**src/rtl/dca_mlsu_arb_pkg.sv**
```systemverilog
// Shared state encoding and sizing helpers for the MLSU instruction arbiter.
// The instruction width default is overridden through the BW_INST parameter at integration.
package dca_mlsu_arb_pkg;

    typedef enum logic [1:0] {
        ARB_IDLE  = 2'd0,
        ARB_ISSUE = 2'd1,
        ARB_EXEC  = 2'd2
    } arb_state_e;

    localparam int DCA_BW_INST_DEFAULT = 32;

    function automatic int BW_REQ_ID(input int numReq);
        return (numReq > 1) ? $clog2(numReq) : 1;
    endfunction

endpackage

```
**src/rtl/dca_mlsu_inst_arbiter_rr_pick.sv**
```systemverilog
// Combinational round-robin picker: first set request bit at or above ptr_i,
// wrapping around to bit 0.
module dca_rr_pick
    import dca_mlsu_arb_pkg::*;
#(
    parameter int NUM_REQ = 3,
    parameter int W       = BW_REQ_ID(NUM_REQ)
) (
    input  logic [NUM_REQ-1:0] req_i,
    input  logic [W-1:0]       ptr_i,
    output logic               found_o,
    output logic [W-1:0]       idx_o
);

    logic [2*NUM_REQ-1:0] reqDouble;
    logic [NUM_REQ-1:0]   reqRot;
    int                   pos;

    // Rotating a doubled copy puts the pointer at bit 0, so the lowest set bit is the winner.
    always_comb begin
        reqDouble = {req_i, req_i};
        reqRot    = NUM_REQ'(reqDouble >> ptr_i);
        found_o   = 1'b0;
        pos       = 0;
        for (int k = NUM_REQ - 1; k >= 0; k--) begin
            if (reqRot[k]) begin
                found_o = 1'b1;
                pos     = k;
            end
        end
        pos = pos + int'(ptr_i);
        if (pos >= NUM_REQ) begin
            pos = pos - NUM_REQ;
        end
        idx_o = W'(pos);
    end

endmodule

```
**src/rtl/dca_mlsu_inst_arbiter.sv**
```systemverilog
// Round-robin arbiter sharing one MLSU between NUM_REQ instruction requesters.
// Define DCA_MLSU_ARB_WATCHDOG_EN to add the EXEC timeout and the wdog_error port.
module dca_mlsu_inst_arbiter
    import dca_mlsu_arb_pkg::*;
#(
    parameter int NUM_REQ     = 3,
    parameter int BW_INST     = DCA_BW_INST_DEFAULT,
    parameter int BW_ROW      = 128,
    parameter int WDOG_CYCLES = 4096,
    localparam int W          = BW_REQ_ID(NUM_REQ)
) (
    input  logic                       clk,
    input  logic                       rstnn,
    input  logic [NUM_REQ-1:0]         req_inst_wvalid,
    input  logic [NUM_REQ*BW_INST-1:0] req_inst_wdata,
    output logic [NUM_REQ-1:0]         req_inst_wready,
    output logic [NUM_REQ-1:0]         req_decode_finish,
    output logic [NUM_REQ-1:0]         req_execute_finish,
    output logic [NUM_REQ-1:0]         req_busy,
    output logic [NUM_REQ-1:0]         req_load_row_wvalid,
    output logic [NUM_REQ-1:0]         req_load_row_wlast,
    output logic [BW_ROW-1:0]          req_load_row_wdata,
    input  logic [NUM_REQ-1:0]         req_load_row_wready,
    output logic [NUM_REQ-1:0]         req_store_row_rvalid,
    output logic [NUM_REQ-1:0]         req_store_row_rlast,
    input  logic [NUM_REQ-1:0]         req_store_row_rready,
    input  logic [NUM_REQ*BW_ROW-1:0]  req_store_row_rdata,
    output logic                       msinst_wvalid,
    output logic [BW_INST-1:0]         msinst_wdata,
    input  logic                       msinst_wready,
    input  logic                       msinst_decode_finish,
    input  logic                       msinst_execute_finish,
    input  logic                       msinst_busy,
    input  logic                       msload_row_wvalid,
    input  logic                       msload_row_wlast,
    input  logic [BW_ROW-1:0]          msload_row_wdata,
    output logic                       msload_row_wready,
    input  logic                       msstore_row_rvalid,
    input  logic                       msstore_row_rlast,
    output logic                       msstore_row_rready,
    output logic [BW_ROW-1:0]          msstore_row_rdata,
    output logic [W-1:0]               grant_id,
    output logic                       arb_active
`ifdef DCA_MLSU_ARB_WATCHDOG_EN
    ,
    output logic                       wdog_error
`endif
);

    arb_state_e   state_q, state_d;
    logic [W-1:0] owner_q, owner_d;
    logic [W-1:0] rrPtr_q, rrPtr_d;
    logic         pickFound;
    logic [W-1:0] pickIdx;
    logic         ownerActive;
    logic         wdogExpire;

    dca_rr_pick #(
        .NUM_REQ(NUM_REQ),
        .W      (W)
    ) u_pick (
        .req_i  (req_inst_wvalid),
        .ptr_i  (rrPtr_q),
        .found_o(pickFound),
        .idx_o  (pickIdx)
    );

    assign ownerActive = (state_q != ARB_IDLE);
    assign arb_active  = ownerActive;
    assign grant_id    = owner_q;

    // Owner mux: while a grant is held every channel connects only to the owner's bit.
    always_comb begin
        req_inst_wready      = '0;
        req_decode_finish    = '0;
        req_execute_finish   = '0;
        req_busy             = '0;
        req_load_row_wvalid  = '0;
        req_load_row_wlast   = '0;
        req_store_row_rvalid = '0;
        req_store_row_rlast  = '0;
        msinst_wvalid        = 1'b0;
        msinst_wdata         = '0;
        msload_row_wready    = 1'b0;
        msstore_row_rready   = 1'b0;
        msstore_row_rdata    = '0;
        req_load_row_wdata   = ownerActive ? msload_row_wdata : '0;
        for (int i = 0; i < NUM_REQ; i++) begin
            if (ownerActive && (owner_q == W'(i))) begin
                req_decode_finish[i]    = msinst_decode_finish;
                req_execute_finish[i]   = msinst_execute_finish;
                req_busy[i]             = msinst_busy;
                req_load_row_wvalid[i]  = msload_row_wvalid;
                req_load_row_wlast[i]   = msload_row_wlast;
                req_store_row_rvalid[i] = msstore_row_rvalid;
                req_store_row_rlast[i]  = msstore_row_rlast;
                msload_row_wready       = req_load_row_wready[i];
                msstore_row_rready      = req_store_row_rready[i];
                msstore_row_rdata       = req_store_row_rdata[i*BW_ROW +: BW_ROW];
                if (state_q == ARB_ISSUE) begin
                    msinst_wvalid      = req_inst_wvalid[i];
                    msinst_wdata       = req_inst_wdata[i*BW_INST +: BW_INST];
                    req_inst_wready[i] = msinst_wready;
                end
            end
        end
    end

    always_comb begin
        state_d = state_q;
        owner_d = owner_q;
        rrPtr_d = rrPtr_q;
        unique case (state_q)
            ARB_IDLE: begin
                if (pickFound) begin
                    state_d = ARB_ISSUE;
                    owner_d = pickIdx;
                    rrPtr_d = (pickIdx == W'(NUM_REQ - 1)) ? '0 : pickIdx + 1'b1;
                end
            end
            ARB_ISSUE: begin
                if (msinst_wvalid && msinst_wready) begin
                    state_d = msinst_execute_finish ? ARB_IDLE : ARB_EXEC;
                end
            end
            ARB_EXEC: begin
                if (msinst_execute_finish || wdogExpire) begin
                    state_d = ARB_IDLE;
                end
            end
            default: state_d = ARB_IDLE;
        endcase
    end

    always_ff @(posedge clk) begin
        if (rstnn) begin
            state_q <= ARB_IDLE;
            owner_q <= '0;
            rrPtr_q <= '0;
        end else begin
            state_q <= state_d;
            owner_q <= owner_d;
            rrPtr_q <= rrPtr_d;
        end
    end

`ifdef DCA_MLSU_ARB_WATCHDOG_EN
    localparam int WDOG_W = $clog2(WDOG_CYCLES + 1);

    logic [WDOG_W-1:0] wdogCnt_q, wdogCnt_d;
    logic              wdogErr_q, wdogErr_d;

    // Counter only runs in EXEC, so it restarts from zero on every EXEC entry.
    assign wdogExpire = (state_q == ARB_EXEC) && !msinst_execute_finish
                        && (wdogCnt_q == WDOG_W'(WDOG_CYCLES - 1));
    assign wdog_error = wdogErr_q;

    always_comb begin
        wdogErr_d = wdogErr_q | wdogExpire;
        wdogCnt_d = (state_q == ARB_EXEC) ? wdogCnt_q + 1'b1 : '0;
    end

    always_ff @(posedge clk) begin
        if (rstnn) begin
            wdogCnt_q <= '0;
            wdogErr_q <= 1'b0;
        end else begin
            wdogCnt_q <= wdogCnt_d;
            wdogErr_q <= wdogErr_d;
        end
    end
`else
    assign wdogExpire = 1'b0;
`endif

endmodule

```
**config.mk**
```make
export PLATFORM = sky130hd
export DESIGN_NAME = dca_mlsu_inst_arbiter
export DESIGN_NICKNAME = d
export VERILOG_FILES = /design/src/rtl/dca_mlsu_arb_pkg.sv /design/src/rtl/dca_mlsu_inst_arbiter_rr_pick.sv /design/src/rtl/dca_mlsu_inst_arbiter.sv
export SDC_FILE = /design/constraint.sdc
export NUM_CORES = 1
export LEC_CHECK = 0
export CAP_MARGIN = 20
export CORE_AREA = 3 3 363 365
export CTS_BUF_LIST = sky130_fd_sc_hd__clkbuf_8
export CTS_CLUSTER_DIAMETER = 150
export CTS_CLUSTER_SIZE = 14
export DETAILED_ROUTE_END_ITERATION = 8
export DIE_AREA = 0 0 366 368
export GPL_TIMING_DRIVEN = 1
export PLACE_DENSITY = 0.3
export SYNTH_ARGS = -nofsm -noshare
export SYNTH_HDL_FRONTEND = slang
export SYNTH_SLANG_ARGS = --single-unit
```
**constraint.sdc**
```tcl
create_clock -name clk -period 2.87 [get_ports clk]
set_input_delay 0.4305 -clock clk [delete_from_list [all_inputs] [get_ports clk]]
set_output_delay 0.4305 -clock clk [all_outputs]
set_load 0.01 [all_outputs]
```
==> reports/qor.csv, run 1 <==
stage,metric,value,unit
outcome,outcome,"finished, final reports clean",
floorplanning,initial_core_util,4.482,%
setup_path,cp_slowest_cell,fa_1,
placed_design,hpwl,92090,um
final_layout,final_common_cell,clkdlybuf4s50_1,
setup_path,setup.worst_path.end_class,flop,
floorplanning,rows,132,
power_and_ir_drop,ir_drop,267.2,uV
yosys,syn-num-nets,1545,
yosys,netlist_area,5789,um2
yosys,ys_ff_latch,6,
power_and_ir_drop,p_switching,0.004066,W
placed_design,pre_cts_slack,-444.0,ps
final_layout,nNetsFinal,2495,
detailed_routing,dr.pass1.iters,4,
clock_tree,clock_latency,220,ps
power_and_ir_drop,total_power,0.008483,W
placed_design,gp_congestion,0.8331,
detailed_routing,routed_wl,101700,um
yosys,ys_top_cells_by_area,"mux2i_1 (28%), and2_1 (15%), a21oi_1 (11%)",
clock_tree,cts_max_level,1,
final_layout,final_area,18170,um2
power_and_ir_drop,p_leak,6.165,nW
setup_path,worstSetupPathType,in2reg,
global_route,grt_max_degree,60,
detailed_routing,vias,10690,
setup_path,cp_data_required_time,3010,ps
clock_tree,cts_tree,done,
yosys,ys_types,45,
yosys,synth_top_area_share,28.18,%
detailed_routing,ant_nets,0,
yosys,dominantRegCellSynth,dfxtp_1,
yosys,synth_edf_count,0,
final_layout,fillers,14900,
global_route,grt_remaining_overflow,0,
final_layout,areaGrowthSynthToFinish,213.9,%
timing,tightest_slew,531.7,ps
global_route,antenna_found_initial,90,
clock_tree,clkTransAtPathRegs,40,ps
clock_tree,cts_sinks,6,
power_and_ir_drop,p_comb_share,96.2,%
setup_path,crit_arrival,2900,ps
detailed_routing,avgRoutedWirePerCell,28.06,um
timing,timing.final.crit_share,96.20,%
floorplanning,die_h,368,um
yosys,ys_warn_count,0,
power_and_ir_drop,p_clk_share,1.5,%
global_route,grt_pass1_wl,127400,um
yosys,yosysTopAreaCell,mux2i_1,
floorplanning,ioPinCount,945,
setup_path,start_kind,primary input,
timing,fin_skew,3.212,ps
detailed_routing,drc,0,
timing,final-max-slew-violation-count,0,
clock_tree,clockBufferDepth,2,
final_layout,drive_gt1_share,11.81,%
detailed_routing,vias_per_cell,2.947,
yosys,synth.avg_cell_area,6.327,um2
placed_design,place_area,17880,um2
timing,setup_ws,109.0,ps
power_and_ir_drop,powerDensity,466.8,nW/um2
yosys,synthCells,915,
clock_tree,cts_hold_buf,0,
floorplanning,core-area,129200,um2
final_layout,post-route-util,14.07,%
setup_path,critical-path-max-stage-delay,510,ps
timing,slew_headroom,63.54,%
setup_path,crit_fanout,5,
timing,setup_viol,0,
clock_tree,cts_root_buf,clkbuf_8,
timing,final-hold-violation-count,0,
timing,fin_crit,2761,ps
detailed_routing,drt_iter0_markers,462,
placed_design,port_buffers,944,
power_and_ir_drop,p_int,0.004417,W
global_route,grt_pass1_vias,11340,
final_layout,mostFrequentLayoutCells,"clkdlybuf4s50_1 (875), nand2_1 (164), mux2i_1 (163)",
yosys,ys_seq_area_share,2.075,%
floorplanning,die_w,366,um
global_route,grt_use_total,14.33,%
yosys,synthArstFlopShare,0,%
power_and_ir_drop,seq_power_share,2.3,%
clock_tree,cts-buffers-inserted,3,
min_path,hp-class,reg2reg,
power_and_ir_drop,switching_share,47.93,%
flow_run,cap_viol_max_count,0,
setup_path,worstPathCellList,"dlygate4sd2_1, buf_4, nand3b_1, buf_4, a211oi_2, nor2_1, fa_1, inv_2, ha_4, and3b_1, mux2_4, a211oi_2",
timing,max_freq,362.2,MHz
floorplanning,dieArea,134700,um2
## per-stage QoR
step	cells	hold slack [ps]	TNS [ps]
after floorplan	915	516.7	0
after global placement	3589	583.0	-1648
after detailed placement	3589	580.0	-1538
after CTS	3597	589.5	-40.05
after global routing	3605	621.7	-25.38
final	3626	585.3	0
## worst max-delay path, delay by kind of cell
family | cells | cell delay, ps
buf+inv | 4 | 610
compound gates | 2 | 380
mux | 1 | 310
fa+ha+maj | 2 | 660
simple gates | 3 | 500
## final timing paths
check / endpoint / slack [ps] / cells past startpoint / start
max reg2reg: rrPtr_q[0]$_SDFFE_PP0P_ / 200 / 11 / rrPtr_q[0]$_SDFFE_PP0P_
max: rrPtr_q[0]$_SDFFE_PP0P_ / 110 / 12 / req_inst_wvalid[1]
min: rrPtr_q[1]$_SDFFE_PP0P_ / 590 / 2 / rrPtr_q[1]$_SDFFE_PP0P_
min reg2reg: rrPtr_q[1]$_SDFFE_PP0P_ / 590 / 2 / rrPtr_q[1]$_SDFFE_PP0P_
## cells by family (layout without fill, tap and decap cells)
| family | Yosys count | after routing | share of synthesized area (%) |
|---|---|---|---|
| and+or+nand+nor | 473 | 473 | 44.39 |
| AOI/OAI and AO/OA | 177 | 177 | 15.99 |
| muxes | 165 | 165 | 28.57 |
| buffers and inverters | 91 | 1039 | 8.191 |
| DFF | 6 | 6 | 2.075 |
| adders and majority gates | 3 | 3 | 0.7780 |
| other | 0 | 21 | 0 |
## area by class of cell
type,instances,area (um2),share of cell area (%)
multi-input cells,818,5284,29.08
diodes,21,52.55,0.2892
flip-flops and latches,6,127.6,0.7023
repair buffers,1032,10470,57.61
well taps,1742,2180,11.99
inverters,4,17.52,0.09639
clock buffers,3,41.29,0.2272
## repair_timing
action,4_1_cts,5_1_grt
gates cloned,0,1
gates resized for setup,9,9
pin swaps,4,3
setup buffers,5,7
setup endpoints to repair,22,10
## power by group through the flow
stage	sequential [W]	clock (W)	combinational [W]
3_5_place_dp	0.000246	0	0.00807
6_report	0.000191	0.000128	0.00816
3_3_place_gp	0.000248	0	0.00811
2_1_floorplan	0.000133	0	0.00322
4_1_cts	0.000214	0.000131	0.00826
5_1_grt	0.000202	0.000139	0.00886
## Yosys cell counts (2+ instances only)
library cell  count
buf_1             6
ha_1              2
a21oi_1         133
nor3b_1           2
buf_6            10
buf_2            26
or3_1             2
or2_0            90
mux2_2            2
buf_4             6
inv_1             3
nand2b_1          3
nor4b_1           3
mux2i_1         163
o21ai_1          30
o21ai_0           3
dfxtp_1           6
and3_1            7
nor2b_1           4
nor2_1            4
a211oi_1          2
a311oi_1          2
nand3b_1          2
nand2_1         164
clkbuf_1         37
or2_2            41
a31oi_1           2
clkbuf_2          2
and2_1          142
## per-layer routing
metal	global-route usage, %	routed length (um)	vias up
li1	-	-	4989
met1	17.41	42330	4927
met5	0	184	-
met2	23.33	45360	633
met4	0.3264	724	26
met3	7.916	13140	112
## state kept, by name (all words and copies together) (netlist names)
register	count
rrPtr_q	2
grant_id	2
state_q	2
Note: power is estimated with default switching activity, not from simulation.
==> run 2, diff against run 1 <==
--- a/config.mk
+++ b/config.mk
@@ -5,7 +5,6 @@
 export SDC_FILE = /design/constraint.sdc
 export NUM_CORES = 1
 export LEC_CHECK = 0
-export CAP_MARGIN = 20
 export CORE_AREA = 3 3 363 365
 export CTS_BUF_LIST = sky130_fd_sc_hd__clkbuf_8
 export CTS_CLUSTER_DIAMETER = 150
==> results of run 2 <==
Same layout as run 1: the final DEF is identical, and so are final timing and power.
==> run 3, diff against run 2 <==
--- a/config.mk
+++ b/config.mk
@@ -12,7 +12,9 @@
 export DETAILED_ROUTE_END_ITERATION = 8
 export DIE_AREA = 0 0 366 368
 export GPL_TIMING_DRIVEN = 1
+export MAX_ROUTING_LAYER = met4
 export PLACE_DENSITY = 0.3
+export RECOVER_POWER = 25
 export SYNTH_ARGS = -nofsm -noshare
 export SYNTH_HDL_FRONTEND = slang
 export SYNTH_SLANG_ARGS = --single-unit
==> run 3 against run 2 <==
  * Sequential share of layout area about the same
  * Utilization down 0.076 points
  * Hold slack worse by 3.6 ps
  * Clock power about the same
  * Setup slack worse by 17 ps
  * Maximum frequency down 0.61%
  * Sequential cell count unchanged
  * Non-clock buffer count unchanged
  * Clock skew about the same
==> reports/qor.csv, run 3 (synthesis gave the netlist of run 1 again) <==
stage,metric,value,unit,change
final_layout,drive_gt1_share,10.57,%,-1.2 points
clock_tree,cts_root_buf,clkbuf_8,,
detailed_routing,drc,0,,unchanged
setup_path,crit_family,buffers and inverters,,
power_and_ir_drop,seq_power_share,2.3,%,about the same
detailed_routing,vias_per_cell,2.945,,about the same
final_layout,final_area,18070,um2,-0.54%
floorplanning,initial_core_util,4.482,%,unchanged
final_layout,areaGrowthSynthToFinish,212.2,%,
setup_path,start_kind,flop,,
clock_tree,cts_max_level,1,,unchanged
clock_tree,cts-buffers-inserted,3,,unchanged
floorplanning,rows,132,,unchanged
detailed_routing,routed_wl,101700,um,about the same
final_layout,mostFrequentLayoutCells,"clkdlybuf4s50_1 (846), nand2_1 (164), mux2i_1 (163)",,
setup_path,reg2reg_slack,200,ps,about the same
min_path,hp-start,rrPtr_q[1]$_SDFFE_PP0P_,,
timing,slew_headroom,56.10,%,-7.4 points
detailed_routing,drt_iter0_markers,442,,-4.3%
floorplanning,dieArea,134700,um2,unchanged
setup_path,cp_data_required_time,2440,ps,-570 ps
clock_tree,clock_latency,220,ps,about the same
floorplanning,die_w,366,um,unchanged
placed_design,hpwl,92090,um,unchanged
clock_tree,cts_tree,done,,
detailed_routing,ant_nets,0,,unchanged
power_and_ir_drop,p_leak,6.141,nW,-0.40%
setup_path,r2r-end,rrPtr_q[0]$_SDFFE_PP0P_,,
placed_design,dp_cells,3589,,unchanged
power_and_ir_drop,switching_share,48.44,%,+0.51 points
power_and_ir_drop,ir_drop,261.1,uV,-2.3%
global_route,grt_remaining_overflow,0,,unchanged
setup_path,crit_arrival,2350,ps,-550 ps
clock_tree,cts_hold_buf,0,,unchanged
min_path,min_path_cells,2,,unchanged
detailed_routing,avgRoutedWirePerCell,28.00,um,-0.21%
clock_tree,cts_sinks,6,,unchanged
final_layout,instances_no_fill,3634,,+0.22%
timing,fin_skew,2.801,ps,-0.4110 ps
setup_path,cp_slowest_cell,mux2i_1,,
setup_path,worst-path-buf-inv,2,,-2
setup_path,r2r_start,rrPtr_q[0]$_SDFFE_PP0P_,,
global_route,grt_use_total,14.74,%,+0.42 points
power_and_ir_drop,total_power,0.008403,W,-0.95%
timing,final-hold-violation-count,0,,unchanged
timing,final-max-slew-violation-count,0,,unchanged
power_and_ir_drop,powerDensity,464.9,nW/um2,-0.41%
setup_path,crit_fanout,8,,+3
final_layout,final_common_cell,clkdlybuf4s50_1,,
placed_design,port_buffers,944,,unchanged
power_and_ir_drop,p_int,0.004333,W,-1.9%
placed_design,place_area,17880,um2,unchanged
setup_path,worstPathCellList,"buf_12, mux2i_1, or2_2, a21oi_1, clkdlybuf4s50_1",,
timing,max_freq,360.0,MHz,-0.61%
setup_path,r2r_cells,11,,unchanged
global_route,antenna_found_initial,89,,-1.1%
placed_design,gp_congestion,0.8440,,+1.3%
flow_run,cap_viol_max_count,0,,unchanged
outcome,outcome,"finished, final reports clean",,
detailed_routing,vias,10700,,+0.15%
setup_path,worstSetupPathType,reg2out,,
global_route,grt_max_degree,60,,unchanged
min_path,hp-class,reg2reg,,
floorplanning,core-area,129200,um2,unchanged
setup_path,setup.worst_path.end_class,output pin,,
final_layout,nNetsFinal,2495,,unchanged
detailed_routing,dr.pass1.iters,4,,unchanged
timing,setup_viol,0,,unchanged
setup_path,critical-path-max-stage-delay,560,ps,+50 ps
final_layout,post-route-util,13.99,%,-0.076 points
clock_tree,clkTransAtPathRegs,40,ps,about the same
power_and_ir_drop,p_comb_share,96.1,%,about the same
timing,fin_crit,2778,ps,+17.02 ps
power_and_ir_drop,p_switching,0.004070,W,+0.10%
global_route,grt_pass1_wl,127100,um,-0.21%
timing,timing.final.crit_share,96.80,%,+0.59 points
clock_tree,clockBufferDepth,2,,unchanged
power_and_ir_drop,p_clk_share,1.5,%,about the same
floorplanning,die_h,368,um,unchanged
global_route,grt_pass1_vias,11390,,+0.45%
timing,tightest_slew,640.1,ps,+108.5 ps
floorplanning,ioPinCount,945,,unchanged
min_path,holdPathEnd,rrPtr_q[1]$_SDFFE_PP0P_,,
## run 3: worst max path at each step
stage	startpoint	end	slack [ps]	cells after the start
after global placement	req_inst_wvalid[1]	rrPtr_q[0]$_SDFFE_PP0P_	-490	10
after global routing	req_inst_wvalid[1]	rrPtr_q[0]$_SDFFE_PP0P_	-20	12
after CTS	req_inst_wvalid[2]	rrPtr_q[0]$_SDFFE_PP0P_	-40	12
after floorplan	req_inst_wvalid[2]	rrPtr_q[0]$_SDFFE_PP0P_	160	9
final	grant_id[0]$_SDFFE_PP0P_	msstore_row_rready	90	5
after detailed placement	req_inst_wvalid[1]	rrPtr_q[0]$_SDFFE_PP0P_	-440	10
## run 3: cell type report
cell class,instances,area [um2]
Fill cell,14920,111100
Timing Repair Buffer,1032,10350
Multi-Input combinational cell,818,5284
Tap cell,1742,2180
Sequential cell,6,127.6
Antenna cell,29,72.57
Clock buffer,3,41.29
Inverter,4,17.52
## run 3: power groups by stage
stage | sequential (W) | clock (W) | combinational [W]
2_1_floorplan | 0.000133 | 0 | 0.00322
3_3_place_gp | 0.000248 | 0 | 0.00811
3_5_place_dp | 0.000246 | 0 | 0.00807
4_1_cts | 0.000214 | 0.000131 | 0.00826
5_1_grt | 0.000201 | 0.000139 | 0.00875
6_report | 0.000196 | 0.000128 | 0.00808
## run 3: per-stage QoR
stage	setup TNS [ps]	worst slack, ps	hold WS, ps
after floorplan	0	158.8	516.7
after global placement	-1648	-488.6	583.0
after detailed placement	-1538	-444.0	580.0
after CTS	-40.05	-40.05	589.5
after global routing	-25.34	-15.54	621.7
final	0	91.93	581.7
## run 3: routing by layer
metal  vias to the layer above  routed length, um  global-route usage (%)
met5                         -                  0                       -
met4                         0                765                  0.3264
met3                        98              12120                   7.249
met2                       643              45500                   23.37
met1                      4956              43360                   17.77
li1                       5006                  -                       -
## run 3: what timing repair did
| item | CTS | global route |
|---|---|---|
| cloned | 0 | 1 |
| setup buffers | 5 | 7 |
| endpoints found under the setup margin | 22 | 10 |
| gates resized for setup | 9 | 9 |
| pin swaps | 4 | 3 |
## run 3: worst reg2reg max path: cells and delay by family, from the launching register on
family	cells	cell delay [ps]
adder cells (fa/ha/maj)	2	660
AO/OA/AOI/OAI	2	380
multiplexers	1	310
flip-flops	1	420
buffers and inverters	3	380
AND/OR/NAND/NOR	3	430
